==> src/rtl/ctrl_pkg.sv <==
// Shared definitions for the multi-cycle controller: opcodes, ALU encodings,
// FSM states, datapath select codes and instruction field helpers.
package ctrl_pkg;

   // Widest instruction word the field helpers accept
   localparam int MAX_W = 64;

   // Opcode values, right-aligned in the opcode field
   localparam logic [3:0] OP_NOP = 4'h0;
   localparam logic [3:0] OP_LDA = 4'h1;
   localparam logic [3:0] OP_STA = 4'h2;
   localparam logic [3:0] OP_ADD = 4'h3;
   localparam logic [3:0] OP_SUB = 4'h4;
   localparam logic [3:0] OP_AND = 4'h5;
   localparam logic [3:0] OP_OR  = 4'h6;
   localparam logic [3:0] OP_XOR = 4'h7;
   localparam logic [3:0] OP_JMP = 4'h8;
   localparam logic [3:0] OP_JZ  = 4'h9;
   localparam logic [3:0] OP_JC  = 4'hA;
   localparam logic [3:0] OP_LDI = 4'hB;
   localparam logic [3:0] OP_HLT = 4'hF;

   // Operation codes presented to the external ALU
   localparam logic [2:0] ALU_ADD = 3'd0;
   localparam logic [2:0] ALU_SUB = 3'd1;
   localparam logic [2:0] ALU_AND = 3'd2;
   localparam logic [2:0] ALU_OR  = 3'd3;
   localparam logic [2:0] ALU_XOR = 3'd4;

   typedef enum logic [2:0] {
      ST_IDLE,
      ST_FETCH,
      ST_DECODE,
      ST_EXEC,
      ST_WB,
      ST_HALT
   } state_e;

   // Source of the next PC value when the PC is loaded
   typedef enum logic [1:0] {
      PC_ZERO,
      PC_INC,
      PC_JUMP
   } pc_sel_e;

   // Source of the next accumulator value when it is loaded
   typedef enum logic [1:0] {
      ACC_MEM,
      ACC_IMM,
      ACC_ALU
   } acc_sel_e;

   // Opcode field sits at the top of the instruction word
   function automatic logic [MAX_W-1:0] instrOpcode(input logic [MAX_W-1:0] instr,
                                                    input int dataW,
                                                    input int opcW);
      logic [MAX_W-1:0] mask;
      mask = (MAX_W'(1) << opcW) - MAX_W'(1);
      return (instr >> (dataW - opcW)) & mask;
   endfunction

   // Operand field sits at the bottom of the instruction word
   function automatic logic [MAX_W-1:0] instrOperand(input logic [MAX_W-1:0] instr,
                                                     input int addrW);
      logic [MAX_W-1:0] mask;
      mask = (MAX_W'(1) << addrW) - MAX_W'(1);
      return instr & mask;
   endfunction

   // Maps an arithmetic/logic opcode onto the ALU operation code
   function automatic logic [2:0] aluOpFor(input logic [MAX_W-1:0] opc);
      logic [2:0] op;
      case (opc)
         MAX_W'(OP_SUB): op = ALU_SUB;
         MAX_W'(OP_AND): op = ALU_AND;
         MAX_W'(OP_OR):  op = ALU_OR;
         MAX_W'(OP_XOR): op = ALU_XOR;
         default:        op = ALU_ADD;
      endcase
      return op;
   endfunction

endpackage

==> src/rtl/ctrl_datapath.sv <==
// Architectural registers of the controller: PC, IR, accumulator, memory
// data register and Z/C/V flags. All updates are gated by FSM load enables.
module ctrl_datapath
   import ctrl_pkg::*;
#(
   parameter int DATA_W = 8,
   parameter int ADDR_W = 4
)
(
   input  logic              clk,
   input  logic              rst,
   input  logic              pcLoad_i,
   input  logic [1:0]        pcSel_i,
   input  logic [ADDR_W-1:0] jumpAddr_i,
   input  logic              irLoad_i,
   input  logic              mdrLoad_i,
   input  logic              accLoad_i,
   input  logic [1:0]        accSel_i,
   input  logic              flagsLoad_i,
   input  logic [DATA_W-1:0] memRdata_i,
   input  logic [DATA_W-1:0] immValue_i,
   input  logic [DATA_W-1:0] aluResult_i,
   input  logic              aluCout_i,
   input  logic              aluOverflow_i,
   output logic [ADDR_W-1:0] pc_o,
   output logic [DATA_W-1:0] ir_o,
   output logic [DATA_W-1:0] acc_o,
   output logic [DATA_W-1:0] mdr_o,
   output logic              z_o,
   output logic              c_o,
   output logic              v_o
);

   logic [ADDR_W-1:0] pc_q, pc_d;
   logic [DATA_W-1:0] ir_q;
   logic [DATA_W-1:0] acc_q, acc_d;
   logic [DATA_W-1:0] mdr_q;
   logic              z_q, c_q, v_q;

   // Next PC: restart at zero, sequential increment (wraps silently) or branch target
   always_comb begin
      pc_d = pc_q;
      case (pcSel_i)
         PC_ZERO: pc_d = '0;
         PC_INC:  pc_d = pc_q + ADDR_W'(1);
         PC_JUMP: pc_d = jumpAddr_i;
         default: pc_d = pc_q;
      endcase
   end

   // Next accumulator: memory load, immediate or ALU result
   always_comb begin
      acc_d = memRdata_i;
      case (accSel_i)
         ACC_MEM: acc_d = memRdata_i;
         ACC_IMM: acc_d = immValue_i;
         ACC_ALU: acc_d = aluResult_i;
         default: acc_d = memRdata_i;
      endcase
   end

   // Register updates; Z follows every accumulator load, C/V only ALU write-backs
   always_ff @(posedge clk) begin
      if (rst) begin
         pc_q  <= '0;
         ir_q  <= '0;
         acc_q <= '0;
         mdr_q <= '0;
         z_q   <= 1'b0;
         c_q   <= 1'b0;
         v_q   <= 1'b0;
      end else begin
         if (pcLoad_i) begin
            pc_q <= pc_d;
         end
         if (irLoad_i) begin
            ir_q <= memRdata_i;
         end
         if (mdrLoad_i) begin
            mdr_q <= memRdata_i;
         end
         if (accLoad_i) begin
            acc_q <= acc_d;
            z_q   <= (acc_d == '0);
         end
         if (flagsLoad_i) begin
            c_q <= aluCout_i;
            v_q <= aluOverflow_i;
         end
      end
   end

   assign pc_o  = pc_q;
   assign ir_o  = ir_q;
   assign acc_o = acc_q;
   assign mdr_o = mdr_q;
   assign z_o   = z_q;
   assign c_o   = c_q;
   assign v_o   = v_q;

endmodule

==> src/rtl/ctrl_sequencer.sv <==
// Fetch/decode/execute control FSM. Drives the memory handshake and the
// external ALU, and steers the datapath register load enables.
module ctrl_sequencer
   import ctrl_pkg::*;
#(
   parameter int DATA_W = 8,
   parameter int ADDR_W = 4,
   parameter int OPC_W  = 4
)
(
   input  logic              clk,
   input  logic              rst,
   input  logic              start,
   output logic              mem_req,
   output logic              mem_we,
   output logic [ADDR_W-1:0] mem_addr,
   output logic [DATA_W-1:0] mem_wdata,
   input  logic [DATA_W-1:0] mem_rdata,
   input  logic              mem_valid,
   output logic [DATA_W-1:0] alu_a,
   output logic [DATA_W-1:0] alu_b,
   output logic [2:0]        alu_op,
   input  logic [DATA_W-1:0] alu_result,
   input  logic              alu_cout,
   input  logic              alu_overflow,
   output logic              busy,
   output logic              halted,
   output logic              err,
   output logic [ADDR_W-1:0] pc,
   output logic [DATA_W-1:0] acc
);

   state_e            state_q, state_d;
   logic              err_q, err_d;

   pc_sel_e           pcSel;
   acc_sel_e          accSel;
   logic              pcLoad, irLoad, mdrLoad, accLoad, flagsLoad;

   logic [DATA_W-1:0] irVal, mdrVal;
   logic              zFlag, cFlag, unusedOverflow;
   logic [MAX_W-1:0]  opcode;
   logic [ADDR_W-1:0] operand;

   ctrl_datapath #(
      .DATA_W(DATA_W),
      .ADDR_W(ADDR_W)
   ) uDatapath (
      .clk          (clk),
      .rst          (rst),
      .pcLoad_i     (pcLoad),
      .pcSel_i      (pcSel),
      .jumpAddr_i   (operand),
      .irLoad_i     (irLoad),
      .mdrLoad_i    (mdrLoad),
      .accLoad_i    (accLoad),
      .accSel_i     (accSel),
      .flagsLoad_i  (flagsLoad),
      .memRdata_i   (mem_rdata),
      .immValue_i   (DATA_W'(operand)),
      .aluResult_i  (alu_result),
      .aluCout_i    (alu_cout),
      .aluOverflow_i(alu_overflow),
      .pc_o         (pc),
      .ir_o         (irVal),
      .acc_o        (acc),
      .mdr_o        (mdrVal),
      .z_o          (zFlag),
      .c_o          (cFlag),
      .v_o          (unusedOverflow)
   );

   // Split the held instruction into its opcode and operand fields
   always_comb begin
      opcode  = instrOpcode(MAX_W'(irVal), DATA_W, OPC_W);
      operand = ADDR_W'(instrOperand(MAX_W'(irVal), ADDR_W));
   end

   // State and sticky error registers
   always_ff @(posedge clk) begin
      if (rst) begin
         state_q <= ST_IDLE;
         err_q   <= 1'b0;
      end else begin
         state_q <= state_d;
         err_q   <= err_d;
      end
   end

   // Next-state logic, datapath enables and bus outputs; request signals depend
   // only on registered state so they hold steady across memory wait cycles
   always_comb begin
      state_d   = state_q;
      err_d     = err_q;
      pcLoad    = 1'b0;
      pcSel     = PC_INC;
      irLoad    = 1'b0;
      mdrLoad   = 1'b0;
      accLoad   = 1'b0;
      accSel    = ACC_MEM;
      flagsLoad = 1'b0;
      mem_req   = 1'b0;
      mem_we    = 1'b0;
      mem_addr  = '0;
      mem_wdata = '0;
      alu_a     = '0;
      alu_b     = '0;
      alu_op    = '0;

      case (state_q)
         ST_IDLE, ST_HALT: begin
            if (start) begin
               pcLoad  = 1'b1;
               pcSel   = PC_ZERO;
               err_d   = 1'b0;
               state_d = ST_FETCH;
            end
         end

         ST_FETCH: begin
            mem_req  = 1'b1;
            mem_addr = pc;
            if (mem_valid) begin
               irLoad  = 1'b1;
               pcLoad  = 1'b1;
               pcSel   = PC_INC;
               state_d = ST_DECODE;
            end
         end

         ST_DECODE: begin
            state_d = ST_FETCH;
            case (opcode)
               MAX_W'(OP_NOP): begin
               end
               MAX_W'(OP_LDI): begin
                  accLoad = 1'b1;
                  accSel  = ACC_IMM;
               end
               MAX_W'(OP_JMP): begin
                  pcLoad = 1'b1;
                  pcSel  = PC_JUMP;
               end
               MAX_W'(OP_JZ): begin
                  pcLoad = zFlag;
                  pcSel  = PC_JUMP;
               end
               MAX_W'(OP_JC): begin
                  pcLoad = cFlag;
                  pcSel  = PC_JUMP;
               end
               MAX_W'(OP_HLT): begin
                  state_d = ST_HALT;
               end
               MAX_W'(OP_LDA), MAX_W'(OP_STA), MAX_W'(OP_ADD), MAX_W'(OP_SUB),
               MAX_W'(OP_AND), MAX_W'(OP_OR),  MAX_W'(OP_XOR): begin
                  state_d = ST_EXEC;
               end
               default: begin
                  err_d   = 1'b1;
                  state_d = ST_HALT;
               end
            endcase
         end

         ST_EXEC: begin
            mem_req  = 1'b1;
            mem_addr = operand;
            if (opcode == MAX_W'(OP_STA)) begin
               mem_we    = 1'b1;
               mem_wdata = acc;
            end
            if (mem_valid) begin
               if (opcode == MAX_W'(OP_STA)) begin
                  state_d = ST_FETCH;
               end else if (opcode == MAX_W'(OP_LDA)) begin
                  accLoad = 1'b1;
                  accSel  = ACC_MEM;
                  state_d = ST_FETCH;
               end else begin
                  mdrLoad = 1'b1;
                  state_d = ST_WB;
               end
            end
         end

         ST_WB: begin
            alu_a     = acc;
            alu_b     = mdrVal;
            alu_op    = aluOpFor(opcode);
            accLoad   = 1'b1;
            accSel    = ACC_ALU;
            flagsLoad = 1'b1;
            state_d   = ST_FETCH;
         end

         default: begin
            state_d = ST_IDLE;
         end
      endcase
   end

   assign busy   = (state_q != ST_IDLE) && (state_q != ST_HALT);
   assign halted = (state_q == ST_HALT);
   assign err    = err_q;

endmodule

==> config.mk <==
export PLATFORM = sky130hd
export DESIGN_NAME = ctrl_sequencer
export DESIGN_NICKNAME = d
export VERILOG_FILES = /design/src/rtl/ctrl_pkg.sv /design/src/rtl/ctrl_datapath.sv /design/src/rtl/ctrl_sequencer.sv
export SDC_FILE = /design/constraint.sdc
export NUM_CORES = 1
export LEC_CHECK = 0
export CAP_MARGIN = 20
export CORE_UTILIZATION = 40
export CTS_CLUSTER_SIZE = 10
export DETAILED_ROUTE_END_ITERATION = 12
export PLACE_DENSITY = 0.73
export SYNTH_ARGS = -nofsm -noshare
export SYNTH_HDL_FRONTEND = slang
export SYNTH_SLANG_ARGS = --single-unit
==> constraint.sdc <==
create_clock -name clk -period 2.1 [get_ports clk]
set_input_delay 0.315 -clock clk [delete_from_list [all_inputs] [get_ports clk]]
set_output_delay 0.315 -clock clk [all_outputs]
set_load 0.02 [all_outputs]
## Word level (Yosys, flattened, before mapping)

Cells that the tools add are included.

- Input port bits: 22
- Word-level logic and storage cells: 94
- Output and inout port bits: 48
- Register bits: 34

- Reductions and logical operators: 17
- Equality and inequality tests: 26
- Add/sub/neg operators: 1
- Muxes and demuxes: 42

Operator list:

| operator | number |
|---|---|
| zero test 64 bit | 1 |
| 2-to-1 mux 8 bit | 4 |
| == test 4 bit (second input constant) | 5 |
| 2-to-1 mux 1 bit | 19 |
| 2-to-1 mux 3 bit | 6 |
| == test 4 x 3 -> 1 bit (second input constant) | 4 |
| case mux 8 bit (2 select lines) | 1 |
| case mux 3 bit (5 select lines) | 1 |
| OR reduction 13 bit | 1 |
| case mux 3 bit (4 select lines) | 1 |
| case mux 4 bit (3 select lines) | 1 |
| case mux 1 bit (3 select lines) | 3 |
| == test 4 x 2 -> 1 bit (second input constant) | 2 |
| zero test 8 bit | 1 |
| != test 2 bit (second input constant) | 4 |
| case mux 2 bit (2 select lines) | 2 |
| case mux 4 bit (2 select lines) | 1 |
| OR reduction 7 bit | 1 |
| == test 3 x 2 -> 1 bit (second input constant) | 2 |
| == test 3 bit (second input constant) | 2 |
| case mux 3 bit (2 select lines) | 1 |
| AND reduction 3 bit | 2 |
| nonzero test 3 bit | 2 |
| OR reduction 5 bit | 1 |
| other kinds (15) | 18 |

## Logic depth before layout (Yosys ltp)

Gate-level depths: netlist of run 1.

- Word-level depth: 7
- Depth in mapped cells: 12

## By module

From an unflattened synthesis of run 1, not the netlist that was laid out.

- Cell total of the unflattened synthesis: 254
- Area total of the unflattened synthesis: 2,098.3 um^2

By module, submodules not included:

| module | sequential area each (um^2) | area an instance (um^2) | cells each | times used |
|---|---|---|---|---|
| ctrl_datapath | 620.6 | 1,410.1 | 152 | 1 |
| ctrl_sequencer | 80.1 | 688.2 | 102 | 1 |

## Least setup slack after synthesis of run 1

Ideal clock, no wire load.

- Path type: register to register
- Start: register state_q[0]
- End: register uDatapath.z_q (netlist: uDatapath.z_o)
- Library setup time: 0.074 ns
- Path slack: 0.027 ns
- Buffers on the path: 3
- Arrival: 1.999 ns
- Cell stages (with the launch flop): 11
- Path through: dfxtp_1 buf_2 nor2_1 clkbuf_1 inv_1 ha_1 clkbuf_1 o21ai_0 nor3_1 nand4_1 o21ai_0

- Longest elaborated chain between the ends: 5
- Elaborated cells between the ends (all ways): 9

Ends and longest elaborated chain:

| what | line | text |
|---|---|---|
| from (decl) | ctrl_sequencer.sv:33 | `state_e state_q, state_d;` |
| from (signal assigned) | ctrl_sequencer.sv:85 | `state_q <= state_d;` |
| == test 3 bit or == test 3 x 2 -> 1 bit (tied branches) | ctrl_sequencer.sv:110 | `case (state_q)` |
| case mux 2 bit (2 select lines) | ctrl_sequencer.sv:110 |  |
| == test 2 bit or == test 2 x 1 -> 1 bit (tied branches) | ctrl_datapath.sv:54 | `case (accSel_i)` |
| case mux 8 bit (2 select lines) | ctrl_datapath.sv:54 |  |
| zero test 8 bit | ctrl_datapath.sv:84 | `z_q <= (acc_d == '0);` |
| to (signal assigned) | ctrl_datapath.sv:84 |  |
| to (decl) | ctrl_datapath.sv:38 | `logic z_q, c_q, v_q;` |

Several ways; a longest one is shown, not always the timed one.
A chain may end at the register's enable or synchronous reset.

## Worst setup path after layout of run 1

- Start: register state_q[2]
- End: register uDatapath.z_q (netlist: uDatapath.z_o)

Same word-level chain as after synthesis.

==> run_summary.xml, run 1 <==
<?xml version="1.0" encoding="UTF-8"?>
<metrics>
  <group name="sta">
    <metric name="layout_min_cycle_time" unit="ns">2.08</metric>
    <metric name="max-slew-margin-rel" unit="">0.661</metric>
    <metric name="hold-worst-slack" unit="ns">0.486</metric>
    <metric name="grt_setup_unrepaired" unit="">yes</metric>
    <metric name="report.final.setup_viol" unit="">0</metric>
    <metric name="worst_slack" unit="ns">0.0177</metric>
    <metric name="finalMaxSlewViolations" unit="">0</metric>
    <metric name="number_of_failing_hold_endpoints_at_the_final_stage" unit="">0</metric>
    <metric name="max_slew.worst_pin.slew" unit="ns">0.505</metric>
    <metric name="fmax_achieved" unit="MHz">480</metric>
    <metric name="fin_crit_sh" unit="">0.992</metric>
    <metric name="finalClockSkew" unit="ns">0.00650</metric>
  </group>
  <group name="clocking">
    <metric name="clock_tree_from_tritoncts" unit="">done</metric>
    <metric name="clk_root_buffer_cell" unit="">sky130_fd_sc_hd__clkbuf_8</metric>
    <metric name="numClockSinks" unit="">34</metric>
    <metric name="clock_pin_transition_on_the_worst_setup_and_hold_timing_paths" unit="ns">0.07</metric>
    <metric name="htree_depth" unit="">2</metric>
    <metric name="numCtsBuffers" unit="">5</metric>
    <metric name="cts.path.max_buffers" unit="">2</metric>
    <metric name="post-cts-setup-buffers" unit="">0</metric>
    <metric name="clk_latency" unit="ns">0.29</metric>
  </group>
  <group name="placement">
    <metric name="finalWeightedCongestion" unit="">0.819</metric>
    <metric name="instance_count_after_placement_with_tap_cells_included" unit="">403</metric>
    <metric name="count_of_buffers_from_port_buffering" unit="">68</metric>
    <metric name="detailedPlacementHpwl" unit="um">4220</metric>
    <metric name="dp_slack" unit="ns">-0.212</metric>
  </group>
  <group name="pwr">
    <metric name="seqPwrFrac" unit="">0.447</metric>
    <metric name="vdd_drop_max" unit="V">0.000324</metric>
    <metric name="cell_pwr_density" unit="mW/mm2">498</metric>
    <metric name="clkPwrFrac" unit="">0.395</metric>
    <metric name="leakagePower" unit="nW">1.26</metric>
    <metric name="cell_internal_pwr" unit="mW">1.13</metric>
    <metric name="switching_component_of_the_power" unit="uW">378</metric>
    <metric name="p_comb_frac" unit="">0.158</metric>
    <metric name="switching_share" unit="">0.250</metric>
  </group>
  <group name="worst_setup_path">
    <metric name="chain_of_cells_forming_the_critical_path" unit="">nand2b_4, nor4b_4, and3_4, inv_1, ha_2, a22oi_1, o21ai_1, buf_4, nor3_1, nand4_1, o21ai_0</metric>
    <metric name="timing.rr.start" unit="">state_q[2]</metric>
    <metric name="rr_worst_depth" unit="">11</metric>
    <metric name="startpoint" unit="">state_q[2]</metric>
    <metric name="start_kind" unit="">flip-flop</metric>
    <metric name="critical_path_peak_fanout" unit="">5</metric>
    <metric name="slowest_delay" unit="ns">0.34</metric>
    <metric name="cp.arrival" unit="ns">2.30</metric>
    <metric name="timing.reg2reg.setup_slack" unit="ns">0.02</metric>
    <metric name="criticalPathCategory" unit="">flip-flop to flip-flop</metric>
    <metric name="crit-reg2reg-capture" unit="">uDatapath.z_o</metric>
    <metric name="required" unit="ns">2.32</metric>
    <metric name="critPathSlowestCell" unit="">sky130_fd_sc_hd__dfxtp_1</metric>
    <metric name="worstSetupEndpointType" unit="">flip-flop</metric>
  </group>
  <group name="final_layout">
    <metric name="antenna-diode-count" unit="">0</metric>
    <metric name="layout.nets" unit="">370</metric>
    <metric name="drive_gt1_frac" unit="">0.227</metric>
    <metric name="mostFrequentLayoutCell" unit="">sky130_fd_sc_hd__buf_4</metric>
    <metric name="layout.cells.most_common_list" unit="">sky130_fd_sc_hd__buf_4 (36), sky130_fd_sc_hd__clkdlybuf4s50_1 (33), sky130_fd_sc_hd__dfxtp_1 (32), sky130_fd_sc_hd__nor2_1 (31), sky130_fd_sc_hd__nand2_1 (25)</metric>
    <metric name="area_delta_synth_final" unit="%">50.5</metric>
    <metric name="final-instance-count-excl-fill" unit="">411</metric>
  </group>
  <group name="grt">
    <metric name="grt_pass1_vias" unit="">1944</metric>
    <metric name="grt_start_max_net_pins" unit="">14</metric>
    <metric name="track_usage" unit="">0.219</metric>
    <metric name="antenna_found_initial" unit="">0</metric>
    <metric name="global_route_wire_length_before_repair" unit="um">9110</metric>
    <metric name="grt_remaining_overflow" unit="">0</metric>
  </group>
  <group name="die">
    <metric name="fp.dieH" unit="um">73.1</metric>
    <metric name="num_rows" unit="">25</metric>
    <metric name="fp.dieW" unit="um">73.1</metric>
    <metric name="core_area" unit="mm2">0.00479</metric>
    <metric name="initial_core_util" unit="">0.422</metric>
    <metric name="floorplan.die_area" unit="mm2">0.00534</metric>
    <metric name="num_io_pins" unit="">70</metric>
  </group>
  <group name="route">
    <metric name="vias" unit="">2037</metric>
    <metric name="post_drt_via_cell_ratio" unit="">4.96</metric>
    <metric name="drtPass1Iterations" unit="">4</metric>
    <metric name="drtAntennaViolNets" unit="">0</metric>
    <metric name="routed_wire_length_per_instance" unit="um">13.1</metric>
    <metric name="remaining_drc_errors" unit="">0</metric>
    <metric name="drt_wl_total" unit="um">5370</metric>
    <metric name="detailedRoute.firstIterationViolations" unit="">97</metric>
  </group>
  <group name="hold_path">
    <metric name="min-delay-path-class" unit="">flip-flop to flip-flop</metric>
    <metric name="whs_path_depth" unit="">2</metric>
    <metric name="holdPathEnd" unit="">uDatapath.mdr_o[5]</metric>
    <metric name="worst_hold_startpoint" unit="">uDatapath.mdr_o[5]</metric>
  </group>
  <group name="synthesis">
    <metric name="post_synth_inst_count" unit="">247</metric>
    <metric name="syn-num-nets" unit="">274</metric>
    <metric name="yosysSeqAreaShare" unit="">0.337</metric>
    <metric name="post_synth.cell_area_avg" unit="um2">8.18</metric>
    <metric name="synth_seq_cells" unit="">34</metric>
    <metric name="post_synth_num_cell_types" unit="">46</metric>
    <metric name="ys_warn_count" unit="">0</metric>
    <metric name="synth_area" unit="mm2">0.00202</metric>
  </group>
  <group name="outcome">
    <metric name="outcome" unit="">complete, no violations</metric>
  </group>
  <group name="job">
    <metric name="timing.max_cap.violations" unit="">0</metric>
  </group>
</metrics>
-- worst max-delay path: cells and delay by family, from the launching register on --
family,cells,cell delay [ns]
AND/OR/NAND/NOR,5,0.92
AO/OA/AOI/OAI,3,0.35
flip-flops,1,0.34
buffers and inverters,2,0.20
adder cells (fa/ha/maj),1,0.20
-- routing by layer --
metal / vias to the layer above / part of all wire / wire length [um] / GRT usage
met5: - / 0 / 0 / 0
met4: 0 / 0.014 / 73 / 0.0545
met3: 8 / 0.063 / 338 / 0.0580
met2: 68 / 0.46 / 2490 / 0.364
met1: 918 / 0.46 / 2470 / 0.282
li1: 1043 / - / - / -
-- how the worst max path moves through the flow --
stage | slack [ns] | endpoint | depth (start not counted)
after floorplan | 0.03 | uDatapath.z_o | 10
after global placement | -0.14 | uDatapath.pc_o[2] | 9
after detailed placement | -0.21 | uDatapath.pc_o[0] | 7
after CTS | -0.04 | uDatapath.z_o | 9
after global routing | -0.1 | uDatapath.z_o | 10
final | 0.02 | uDatapath.z_o | 11
-- cell usage after synthesis, drive strengths merged --
library cell / number / area (um2)
a21boi: 1 / 7.51
inv: 9 / 33.8
dfxtp: 34 / 681
nand2: 25 / 93.8
nor3b: 1 / 7.51
or2b: 1 / 8.76
nand3b: 3 / 22.5
clkbuf: 8 / 30.0
ha: 5 / 62.6
o21ai: 9 / 45.0
nand2b: 5 / 38.8
nor2: 31 / 116
mux2i: 19 / 190
a221oi: 1 / 8.76
a211oi: 3 / 22.5
nor3: 8 / 56.3
a21oi: 12 / 60.1
xnor2: 2 / 17.5
nand4: 2 / 12.5
nor2b: 3 / 18.8
o31ai: 3 / 27.5
and3: 2 / 12.5
a21o: 1 / 7.51
nor4b: 1 / 23.8
nand3: 4 / 25.0
and3b: 1 / 8.76
a22o: 2 / 17.5
xor2: 1 / 8.76
and2: 24 / 150
o32ai: 1 / 8.76
o2bb2ai: 3 / 26.3
a2bb2oi: 1 / 8.76
a311o: 2 / 20.0
a41oi: 1 / 8.76
a22oi: 9 / 67.6
buf: 7 / 43.8
nor4: 1 / 12.5
o21bai: 1 / 7.51
-- per-stage QoR --
step | TNS, ns | power [mW] | instance area (um2) | utilization
after floorplan | 0 | 0.803 | 2020 | -
after global placement | -0.574 | 0.926 | 2980 | 0.623
after detailed placement | -0.886 | 0.929 | 2980 | 0.623
after CTS | -0.0551 | 1.53 | 3070 | 0.642
after global routing | -0.262 | 1.58 | 3040 | 0.635
final | 0 | 1.51 | 3040 | 0.635
-- state kept, by name (all words and copies together), names as in the netlist --
name and count:
uDatapath.ir_o 8, uDatapath.mdr_o 8, uDatapath.pc_o 4, uDatapath.c_o 1
state_q 3, err 1, uDatapath.acc_o 8, uDatapath.z_o 1
-- logic make-up after synthesis --
family | share of synthesized area
fa+ha+maj | 0.0310
simple gates | 0.301
xor+xnor | 0.0130
buf+inv | 0.0533
flops | 0.337
compound gates | 0.170
mux | 0.0942
-- repair_timing --
action                     CTS  global route
pin swaps                    0             1
setup endpoints to repair   36            30
resized for setup           52            33
hold buffers                 0             0
-- power by group through the flow --
| stage | logic, mW | clock network (mW) | registers [mW] |
|---|---|---|---|
| after global routing | 0.260 | 0.638 | 0.679 |
| after floorplan | 0.118 | 0 | 0.685 |
| after detailed placement | 0.238 | 0 | 0.691 |
| final | 0.239 | 0.598 | 0.676 |
| after global placement | 0.236 | 0 | 0.690 |
| after CTS | 0.236 | 0.615 | 0.676 |
-- area by class of cell --
cell class / count / area [um2]
fillers: 429 / 1750
multi-input cells: 189 / 1270
repair buffers: 104 / 862
flip-flops and latches: 34 / 683
well taps: 67 / 83.8
clock buffers: 6 / 72.6
clock inverters: 2 / 37.5
inverters: 9 / 33.8
Power figures use the tool's default switching activity.
==> inputs of run 2 (changes only) <==
--- a/config.mk
+++ b/config.mk
@@ -9,7 +9,8 @@
 export CORE_UTILIZATION = 40
 export CTS_CLUSTER_SIZE = 10
 export DETAILED_ROUTE_END_ITERATION = 12
-export PLACE_DENSITY = 0.73
+export PLACE_DENSITY = 0.75
+export RECOVER_POWER = 50
 export SYNTH_ARGS = -nofsm -noshare
 export SYNTH_HDL_FRONTEND = slang
 export SYNTH_SLANG_ARGS = --single-unit
==> run_summary.xml, run 2 (synthesis results as in run 1) <==
<?xml version="1.0" encoding="UTF-8"?>
<metrics>
  <group name="outcome">
    <metric name="outcome" unit="">complete, no violations</metric>
  </group>
  <group name="grt">
    <metric name="grt_pass1_vias" unit="">1920</metric>
    <metric name="global_route_wire_length_before_repair" unit="um">8940</metric>
    <metric name="track_usage" unit="">0.218</metric>
    <metric name="grtUsageMet2" unit="">0.356</metric>
    <metric name="grt_remaining_overflow" unit="">0</metric>
    <metric name="grt_start_max_net_pins" unit="">21</metric>
    <metric name="gr-usage-met3" unit="">0.0608</metric>
    <metric name="grt.met1_usage" unit="">0.281</metric>
    <metric name="busiest_layer" unit="">met2</metric>
    <metric name="antenna_found_initial" unit="">0</metric>
  </group>
  <group name="route">
    <metric name="detailedRoute.firstIterationViolations" unit="">80</metric>
    <metric name="drtAntennaViolNets" unit="">0</metric>
    <metric name="drtPass1Iterations" unit="">5</metric>
    <metric name="vias" unit="">2047</metric>
    <metric name="post_drt_via_cell_ratio" unit="">5.02</metric>
    <metric name="remaining_drc_errors" unit="">0</metric>
    <metric name="drt_wl_total" unit="um">5370</metric>
    <metric name="routed_wire_length_per_instance" unit="um">13.1</metric>
  </group>
  <group name="clocking">
    <metric name="numCtsBuffers" unit="">5</metric>
    <metric name="cts.path.max_buffers" unit="">2</metric>
    <metric name="clock_pin_transition_on_the_worst_setup_and_hold_timing_paths" unit="ns">0.07</metric>
    <metric name="clk_latency" unit="ns">0.29</metric>
    <metric name="cts.hold.buffers_added" unit="">0</metric>
    <metric name="clock_tree_from_tritoncts" unit="">done</metric>
    <metric name="clk_root_buffer_cell" unit="">sky130_fd_sc_hd__clkbuf_8</metric>
    <metric name="post-cts-setup-buffers" unit="">0</metric>
    <metric name="numClockSinks" unit="">34</metric>
    <metric name="htree_depth" unit="">2</metric>
  </group>
  <group name="die">
    <metric name="fp.dieW" unit="um">73.1</metric>
    <metric name="fp.dieH" unit="um">73.1</metric>
    <metric name="num_io_pins" unit="">70</metric>
    <metric name="num_rows" unit="">25</metric>
    <metric name="floorplan.die_area" unit="mm2">0.00534</metric>
    <metric name="core_area" unit="mm2">0.00479</metric>
    <metric name="initial_core_util" unit="">0.422</metric>
  </group>
  <group name="placement">
    <metric name="finalWeightedCongestion" unit="">0.786</metric>
    <metric name="detailedPlacementHpwl" unit="um">4060</metric>
    <metric name="count_of_buffers_from_port_buffering" unit="">68</metric>
  </group>
  <group name="hold_path">
    <metric name="min-delay-path-class" unit="">flip-flop to flip-flop</metric>
    <metric name="whs_path_depth" unit="">2</metric>
  </group>
  <group name="pwr">
    <metric name="leakagePower" unit="nW">1.28</metric>
    <metric name="vdd_drop_max" unit="V">0.000387</metric>
    <metric name="cell_pwr_density" unit="mW/mm2">452</metric>
  </group>
  <group name="sta">
    <metric name="max-slew-margin-rel" unit="">0.632</metric>
    <metric name="layout_min_cycle_time" unit="ns">2.03</metric>
    <metric name="fin_crit_sh" unit="">0.964</metric>
    <metric name="finalClockSkew" unit="ns">0.00672</metric>
    <metric name="hold-worst-slack" unit="ns">0.477</metric>
    <metric name="number_of_failing_hold_endpoints_at_the_final_stage" unit="">0</metric>
    <metric name="tns" unit="ns">0</metric>
    <metric name="report.final.setup_viol" unit="">0</metric>
    <metric name="max_slew.worst_pin.slew" unit="ns">0.548</metric>
    <metric name="fmax_achieved" unit="MHz">494</metric>
    <metric name="grt_setup_unrepaired" unit="">yes</metric>
    <metric name="finalMaxSlewViolations" unit="">0</metric>
  </group>
  <group name="worst_setup_path">
    <metric name="worstSetupEndpointType" unit="">flip-flop</metric>
    <metric name="criticalPathCategory" unit="">flip-flop to flip-flop</metric>
    <metric name="start_kind" unit="">flip-flop</metric>
    <metric name="critical_path_peak_fanout" unit="">7</metric>
    <metric name="rr_worst_depth" unit="">9</metric>
    <metric name="cp.arrival" unit="ns">2.25</metric>
    <metric name="required" unit="ns">2.33</metric>
  </group>
  <group name="final_layout">
    <metric name="drive_gt1_frac" unit="">0.202</metric>
    <metric name="layout.nets" unit="">368</metric>
    <metric name="area_delta_synth_final" unit="%">50.1</metric>
    <metric name="mostFrequentLayoutCell" unit="">sky130_fd_sc_hd__clkdlybuf4s50_1</metric>
    <metric name="layout.cells.most_common_list" unit="">sky130_fd_sc_hd__clkdlybuf4s50_1 (33), sky130_fd_sc_hd__buf_4 (32), sky130_fd_sc_hd__dfxtp_1 (31), sky130_fd_sc_hd__nor2_1 (30), sky130_fd_sc_hd__dlygate4sd2_1 (26)</metric>
    <metric name="antenna-diode-count" unit="">0</metric>
  </group>
  <group name="job">
    <metric name="timing.max_cap.violations" unit="">0</metric>
  </group>
</metrics>
-- run 2: cell count changes in the layout (fill, tap and decap cells not counted), sizes merged --
cell           change
buf                -4
bufinv             -1
clkbuf             -6
clkdlybuf4s15      -3
clkinv             +2
clkinvlp           -1
dlygate4sd2       +10
-- run 2: worst paths after layout --
check	from	end	slack (ns)
min reg2reg	uDatapath.z_o	uDatapath.z_o	0.48
max reg2reg	state_q[2]	uDatapath.z_o	0.07
max	state_q[2]	uDatapath.z_o	0.07
min	uDatapath.z_o	uDatapath.z_o	0.48
-- run 2: per-layer routing --
metal  part of all wire  wire length (um)  vias to the layer above
li1                   -                 -                     1043
met1               0.47              2500                      940
met2               0.46              2490                       58
met3              0.058               310                        6
met4              0.012                63                        0
met5                  0                 0                        -
-- run 2: worst max-delay path, stage by stage, from the launching register on --
cell	delay [ns]
sky130_fd_sc_hd__dfxtp_2	0.33
sky130_fd_sc_hd__nand2b_4	0.16
sky130_fd_sc_hd__nor4b_4	0.28
sky130_fd_sc_hd__and3_4	0.25
sky130_fd_sc_hd__ha_4	0.22
sky130_fd_sc_hd__buf_4	0.15
sky130_fd_sc_hd__a22o_1	0.26
sky130_fd_sc_hd__nor3_2	0.15
sky130_fd_sc_hd__nand4_1	0.08
sky130_fd_sc_hd__o21ai_1	0.08
-- run 2: layout make-up --
class,instances,area (um2)
timing repair buffer,102,858
clock buffer,5,68.8
clock inverter,2,10.0
tap,67,83.8
sequential,34,687
inverter,9,33.8
fill,437,1760
multi-input combinational,189,1290
-- run 2: timing repair --
action | CTS | global route
gates resized for setup | 48 | 22
endpoints found under the setup margin | 36 | 20
pin swaps | 0 | 5
-- run 2: per-stage QoR --
| step | cells | worst slack [ns] | cell area [um2] | utilization | total power, mW |
|---|---|---|---|---|---|
| after detailed placement | 401 | -0.196 | 2970 | 0.620 | 0.925 |
| after global routing | 408 | -0.0613 | 3030 | 0.633 | 1.44 |
| after floorplan | 247 | 0.0272 | 2020 | - | 0.803 |
| final | 408 | 0.0749 | 3030 | 0.633 | 1.37 |
| after global placement | 401 | -0.141 | 2970 | 0.620 | 0.923 |
| after CTS | 408 | 0.00160 | 3020 | 0.632 | 1.38 |
-- run 2: power by group --
part / total, mW / switching, mW / leakage, nW / internal, mW
registers: 0.678 / 0.0193 / 0.276 / 0.658
logic: 0.234 / 0.115 / 0.960 / 0.119
clock network: 0.459 / 0.237 / 0.0438 / 0.222
